--- src/rtl/hps_mbox_pkg.sv ---
// Shared types for the HPS PIO mailbox responder.
// Command/response field positions, opcodes and FSM states.
package hps_mbox_pkg;

  typedef enum logic [2:0] {
    OP_NOP    = 3'd0,
    OP_WRITE  = 3'd1,
    OP_READ   = 3'd2,
    OP_START  = 3'd3,
    OP_STATUS = 3'd4
  } op_e;

  typedef enum logic [1:0] {
    ST_IDLE,
    ST_EXEC,
    ST_RESP
  } state_e;

  localparam int CMD_TOG     = 31;
  localparam int CMD_OP_HI   = 30;
  localparam int CMD_OP_LO   = 28;
  localparam int CMD_ADDR_HI = 27;
  localparam int CMD_ADDR_LO = 24;

endpackage

--- src/rtl/mbox_buf_ram.sv ---
// Operand buffer: port A read/write for the mailbox FSM,
// port B read-only for the NN core. Registered reads, no reset.
module mbox_buf_ram #(
  parameter int DEPTH  = 16,
  parameter int DATA_W = 16,
  parameter int ADDR_W = 4
) (
  input  logic              clk,
  input  logic              a_we,
  input  logic [ADDR_W-1:0] a_addr,
  input  logic [DATA_W-1:0] a_wdata,
  output logic [DATA_W-1:0] a_rdata,
  input  logic [ADDR_W-1:0] b_addr,
  output logic [DATA_W-1:0] b_rdata
);

  logic [DATA_W-1:0] mem [DEPTH];

  // Same-address write/read returns the old word.
  always_ff @(posedge clk) begin
    if (a_we) mem[a_addr] <= a_wdata;
    a_rdata <= mem[a_addr];
    b_rdata <= mem[b_addr];
  end

endmodule

--- src/rtl/hps_pio_mailbox_responder.sv ---
// FPGA-side responder for the HPS<->fabric PIO mailbox.
// Toggle-handshaked commands run against the operand buffer and NN core.
module hps_pio_mailbox_responder
  import hps_mbox_pkg::*;
#(
  parameter int DEPTH  = 16,
  parameter int DATA_W = 16,
  localparam int ADDR_W = $clog2(DEPTH)
) (
  input  logic              clk_clk,
  input  logic              reset_reset,
  input  logic [31:0]       hps_cmd,
  output logic [31:0]       hps_resp,
  output logic              core_start,
  input  logic              core_done,
  input  logic [DATA_W-1:0] core_result,
  input  logic [ADDR_W-1:0] core_rd_addr,
  output logic [DATA_W-1:0] core_rd_data
);

  logic [31:0]       cmd_q;
  logic              last_tog;
  logic              primed;
  state_e            state_q;
  state_e            state_d;
  logic              tog_q;
  logic [2:0]        op_q;
  logic [3:0]        addr_q;
  logic [DATA_W-1:0] data_q;
  logic              err_q;
  logic              busy_q;
  logic [DATA_W-1:0] result_q;
  logic [DATA_W-1:0] a_rdata;
  logic              accept;
  logic              addr_bad;
  logic              start_ok;
  logic              ram_we;
  logic              exec_err;
  logic [15:0]       resp_data;
  logic              unused_cmd;

  // Not reset: keeps sampling during reset so priming sees the held toggle.
  always_ff @(posedge clk_clk) cmd_q <= hps_cmd;

  assign unused_cmd = ^cmd_q[23:0];
  assign accept     = primed && (cmd_q[CMD_TOG] != last_tog);
  assign addr_bad   = {28'b0, addr_q} >= DEPTH[31:0];
  assign core_start = start_ok;

  always_comb begin
    state_d  = state_q;
    ram_we   = 1'b0;
    start_ok = 1'b0;
    exec_err = 1'b0;
    unique case (state_q)
      ST_IDLE: if (accept) state_d = ST_EXEC;
      ST_EXEC: begin
        state_d = ST_RESP;
        unique case (1'b1)
          op_q == OP_NOP,
          op_q == OP_STATUS: ;
          op_q == OP_WRITE: begin
            exec_err = addr_bad;
            ram_we   = !addr_bad;
          end
          op_q == OP_READ: exec_err = addr_bad;
          op_q == OP_START: begin
            // A done in this same cycle frees the core first.
            start_ok = !busy_q || core_done;
            exec_err = !start_ok;
          end
          default: exec_err = 1'b1;
        endcase
      end
      ST_RESP: state_d = ST_IDLE;
      default: state_d = ST_IDLE;
    endcase
  end

  always_comb begin
    resp_data = '0;
    unique case (1'b1)
      op_q == OP_READ && !err_q: resp_data[DATA_W-1:0] = a_rdata;
      op_q == OP_STATUS:         resp_data[DATA_W-1:0] = result_q;
      default: ;
    endcase
  end

  always_ff @(posedge clk_clk or posedge reset_reset) begin
    if (reset_reset) begin
      state_q  <= ST_IDLE;
      primed   <= 1'b0;
      last_tog <= 1'b0;
      tog_q    <= 1'b0;
      op_q     <= '0;
      addr_q   <= '0;
      data_q   <= '0;
      err_q    <= 1'b0;
      busy_q   <= 1'b0;
      result_q <= '0;
      hps_resp <= '0;
    end else begin
      state_q <= state_d;
      if (!primed) begin
        primed   <= 1'b1;
        last_tog <= cmd_q[CMD_TOG];
      end
      if (state_q == ST_IDLE && accept) begin
        last_tog <= cmd_q[CMD_TOG];
        tog_q    <= cmd_q[CMD_TOG];
        op_q     <= cmd_q[CMD_OP_HI:CMD_OP_LO];
        addr_q   <= cmd_q[CMD_ADDR_HI:CMD_ADDR_LO];
        data_q   <= cmd_q[DATA_W-1:0];
      end
      if (state_q == ST_EXEC) err_q <= exec_err;
      if (start_ok) busy_q <= 1'b1;
      else if (core_done) busy_q <= 1'b0;
      if (core_done) result_q <= core_result;
      if (state_q == ST_RESP)
        hps_resp <= {tog_q, op_q, busy_q, err_q, 10'b0, resp_data};
    end
  end

  mbox_buf_ram #(
    .DEPTH (DEPTH),
    .DATA_W(DATA_W),
    .ADDR_W(ADDR_W)
  ) u_buf (
    .clk    (clk_clk),
    .a_we   (ram_we),
    .a_addr (addr_q[ADDR_W-1:0]),
    .a_wdata(data_q),
    .a_rdata(a_rdata),
    .b_addr (core_rd_addr),
    .b_rdata(core_rd_data)
  );

endmodule

--- config.mk ---
export PLATFORM = sky130hd
export DESIGN_NAME = hps_pio_mailbox_responder
export DESIGN_NICKNAME = d
export VERILOG_FILES = /design/src/rtl/hps_mbox_pkg.sv /design/src/rtl/mbox_buf_ram.sv /design/src/rtl/hps_pio_mailbox_responder.sv
export SDC_FILE = /design/constraint.sdc
export NUM_CORES = 1
export LEC_CHECK = 0
export BUFFER_PORTS_ARGS = -buffer_cell sky130_fd_sc_hd__buf_4
export CORE_MARGIN = 3
export CORE_UTILIZATION = 60
export DETAILED_ROUTE_END_ITERATION = 8
export HOLD_SLACK_MARGIN = 0.02
export PLACE_DENSITY_LB_ADDON = 0.15
export SYNTH_ARGS = -nofsm -noshare
export SYNTH_HDL_FRONTEND = slang
export SYNTH_SLANG_ARGS = --single-unit
export TNS_END_PERCENT = 100
--- constraint.sdc ---
create_clock -name clk_clk -period 3.4 [get_ports clk_clk]
set_input_delay 0.85 -clock clk_clk [delete_from_list [all_inputs] [get_ports clk_clk]]
set_output_delay 0.85 -clock clk_clk [all_outputs]
set_load 0.05 [all_outputs]
==> results.yml <==
outcome:
  status: "finished clean"
synth:
  synth_top_area_cell: "edfxtp_1"
  synthTopCellsByCount: "256 x edfxtp_1, 128 x mux4_2, 80 x a22oi_1, 68 x dfrtp_1, 56 x dfxtp_1"
  synth_seq_cells: 380
  synth_seq_area_share: 0.680
  synth_compound_area_frac: 0.0460
  synth_top_area_frac: 0.497
  synthArstFlopShare: 0.179
  synth_most_common_cell: "edfxtp_1"
  syn_area_um2: 15500
  syn_area_per_cell_um2: 18.8
  synth.top_cells.by_area: "edfxtp_1 50%, mux4_2 19%, dfrtp_1 11%"
  yosys_warnings: 0
  yosys.area_share.simple: 0.0277
  synth_mux_area_frac: 0.220
  synthCells: 823
  synth-xor-area-share: 0.000566
  synth_fa_ha_area_frac: 0
  synth_top_flop_cell: "edfxtp_1"
  ys_types: 31
  synth_top_family_by_area: "multiplexers"
  synth_edf_count: 256
clock_network:
  cts_buffers: 38
  cts_tree: "yes"
  clk_latency_ps: 520
  ctsHoldBuffers: 0
  htreeDepth: 2
  cts.clk_slew.worst_paths_ps: 60
  cts_max_path_buffers: 3
  cts_root_buf: "clkbuf_16"
  clkSinkCount: 380
  post-cts-setup-buffer-count: 0
  cts_resized: 0
global_routing:
  grt_pass1_wl_mm: 56.2
  antenna_found_initial: 0
  first_global_vias: 9259
  overflow: 0
  grt_use_total: 0.268
  grt_max_degree: 69
worst_setup_path:
  path_max_fanout: 6
  rr_worst_depth: 3
  cpPeakStageDelay_ps: 410
  critPathRequiredTime_ps: 2550
  crit_type: "flip-flop to primary output"
  arrival_ps: 1870
  worst_setup_path_end_kind: "primary output"
  path_buf_inv: 1
  cp_num_cells: 4
  critPathTopFamily: "simple AND/OR/NAND/NOR gates"
  crit_chain: "nor2b_1 -> nand4b_1 -> a21oi_1 -> buf_4"
  start_kind: "flip-flop"
  cp_slowest_cell: "dfrtp_1"
die:
  start_util: 0.612
  io_pins: 104
  die_h_um: 167
  core_um2: 25300
  rows: 58
  fp.dieArea_um2: 27700
  die_x_um: 167
finish:
  final_util: 0.710
  final_layout_size_suffix_gt1_frac: 0.402
  nets: 991
  area_growth_pct: 16.0
  multi_input_comb_area_um2: 4680
  regArea_um2: 10500
  layoutNonFillerInstCount: 1295
  diodes: 0
  num-fill-cells: 1585
placement:
  dp_cells: 1226
  place.gp.congestion: 0.791
  dp_hpwl_mm: 22.9
  port_buffers: 85
sta:
  slew_headroom: 0.237
  fmax_mhz: 367
  rsz0062_at_grt: "no"
  drv_slew: 0
  hold_viol_final: 0
  setup_viol: 0
  setup_tns_ps: 0
  finClkSkew_ps: 20.9
  finalCritPeriodShare: 0.801
  timing_worst_slew_pin_value_ps: 1140
  period_needed_ps: 2720
power:
  leakagePower_nw: 6.37
  powerDensity_nw_per_um2: 746
  peakVddDrop_mv: 0.600
  p_total_w: 0.0134
flow_run:
  drv_cap: 0
drt:
  ant_nets: 0
  routed_via_density: 6.66
  vias: 8629
  wl_mm: 36.7
  drt_first_pass_iters: 5
  initialDrtViolationCount: 986
  drc_errors: 0
  routedWlPerCell_um: 28.3
min_path:
  hold_path.class: "input pin to asynchronous set/reset pin"
-- kinds of logic (layout without fill, tap and decap cells) --
group                     Yosys count  after routing
buffers and inverters              75            208
other                               2             11
DFF                               380            380
muxes                             174            174
and+or+nand+nor                    89             89
AOI/OAI and AO/OA                 102            102
xor gates and xnor gates            1              1
-- sequential cells by signal, summed over array words and instances (netlist names), 2 cells and up --
register / count
addr_q: 4
result_q: 16
u_buf.mem: 256
u_buf.a_rdata: 16
cmd_q: 24
hps_resp: 22
state_q: 2
u_buf.b_rdata: 16
op_q: 3
data_q: 16
-- per-stage QoR --
stage / hold slack [ps] / setup WS [ps] / cell area (µm²)
after floorplan: 440 / 272 / 15500
after global placement: 441 / 802 / 16700
after detailed placement: 448 / 767 / 16700
after CTS: 412 / 655 / 17900
after global routing: 414 / 499 / 17900
final: 423 / 676 / 17900
-- worst paths after layout --
path / from / endpoint / slack, ps
min in group clk_clk: hps_cmd[2] / cmd_q[2]$_DFF_P_ / 430
min reg2reg: cmd_q[3]$_DFF_P_ / data_q[3]$_DFFE_PP0P_ / 450
max: state_q[1]$_DFFE_PP0P_ / core_start / 680
max reg2reg: addr_q[0]$_DFFE_PP0P_ / u_buf.mem[9][7]$_DFFE_PP_ / 790
min: reset_reset / data_q[14]$_DFFE_PP0P_ / 420
max in group asynchronous: reset_reset / data_q[4]$_DFFE_PP0P_ / 2630
-- cell type report --
class                           count  area share
Sequential cell                   380       0.586
Multi-Input combinational cell    377       0.261
Clock buffer                       59      0.0661
Timing Repair Buffer              133      0.0592
Tap cell                          330      0.0230
Clock inverter                     10     0.00293
Inverter                            6     0.00126
-- where the power goes --
| part | switching [W] | leakage [nW] | internal, W |
|---|---|---|---|
| clock network | 0.00167 | 0.612 | 0.00240 |
| registers | 0.000720 | 3.61 | 0.00573 |
| logic | 0.00164 | 2.15 | 0.00123 |
| total | 0.00402 | 6.37 | 0.00936 |
-- per-layer routing --
metal,global-route usage,part of all wire,vias up
met5,0,0,-
li1,-,-,3561
met4,0.0717,0.024,0
met1,0.365,0.39,4572
met2,0.460,0.52,426
met3,0.0446,0.073,70
-- worst reg2reg max path, cell delays in order, from the launching register on --
cell and delay [ps]:
dfrtp_4 860, nand4_1 690, nor4_2 430, buf_4 300
-- cells in the final DEF, fill, tap and decap left out, types with 2 or more instances in the layout --
cell type	Yosys	final
inv_1	6	5
clkbuf_1	33	9
clkbuf_16	0	42
nand4b_1	2	2
a22oi_1	80	80
nor2b_2	0	2
clkinv_2	0	5
buf_4	13	128
nor2_1	5	4
clkinv_1	0	3
nor4_2	0	4
conb_1	2	11
o21ai_1	10	10
and2_1	2	2
dfxtp_1	56	56
mux2_2	46	46
nand2_1	52	52
o21ai_0	10	10
nor3_2	0	12
dfrtp_1	68	66
mux4_2	128	128
edfxtp_1	256	256
nand2b_1	2	2
nor2b_1	5	3
buf_12	0	5
clkbuf_8	0	7
No activity file was read; power rests on OpenSTA's default activity.
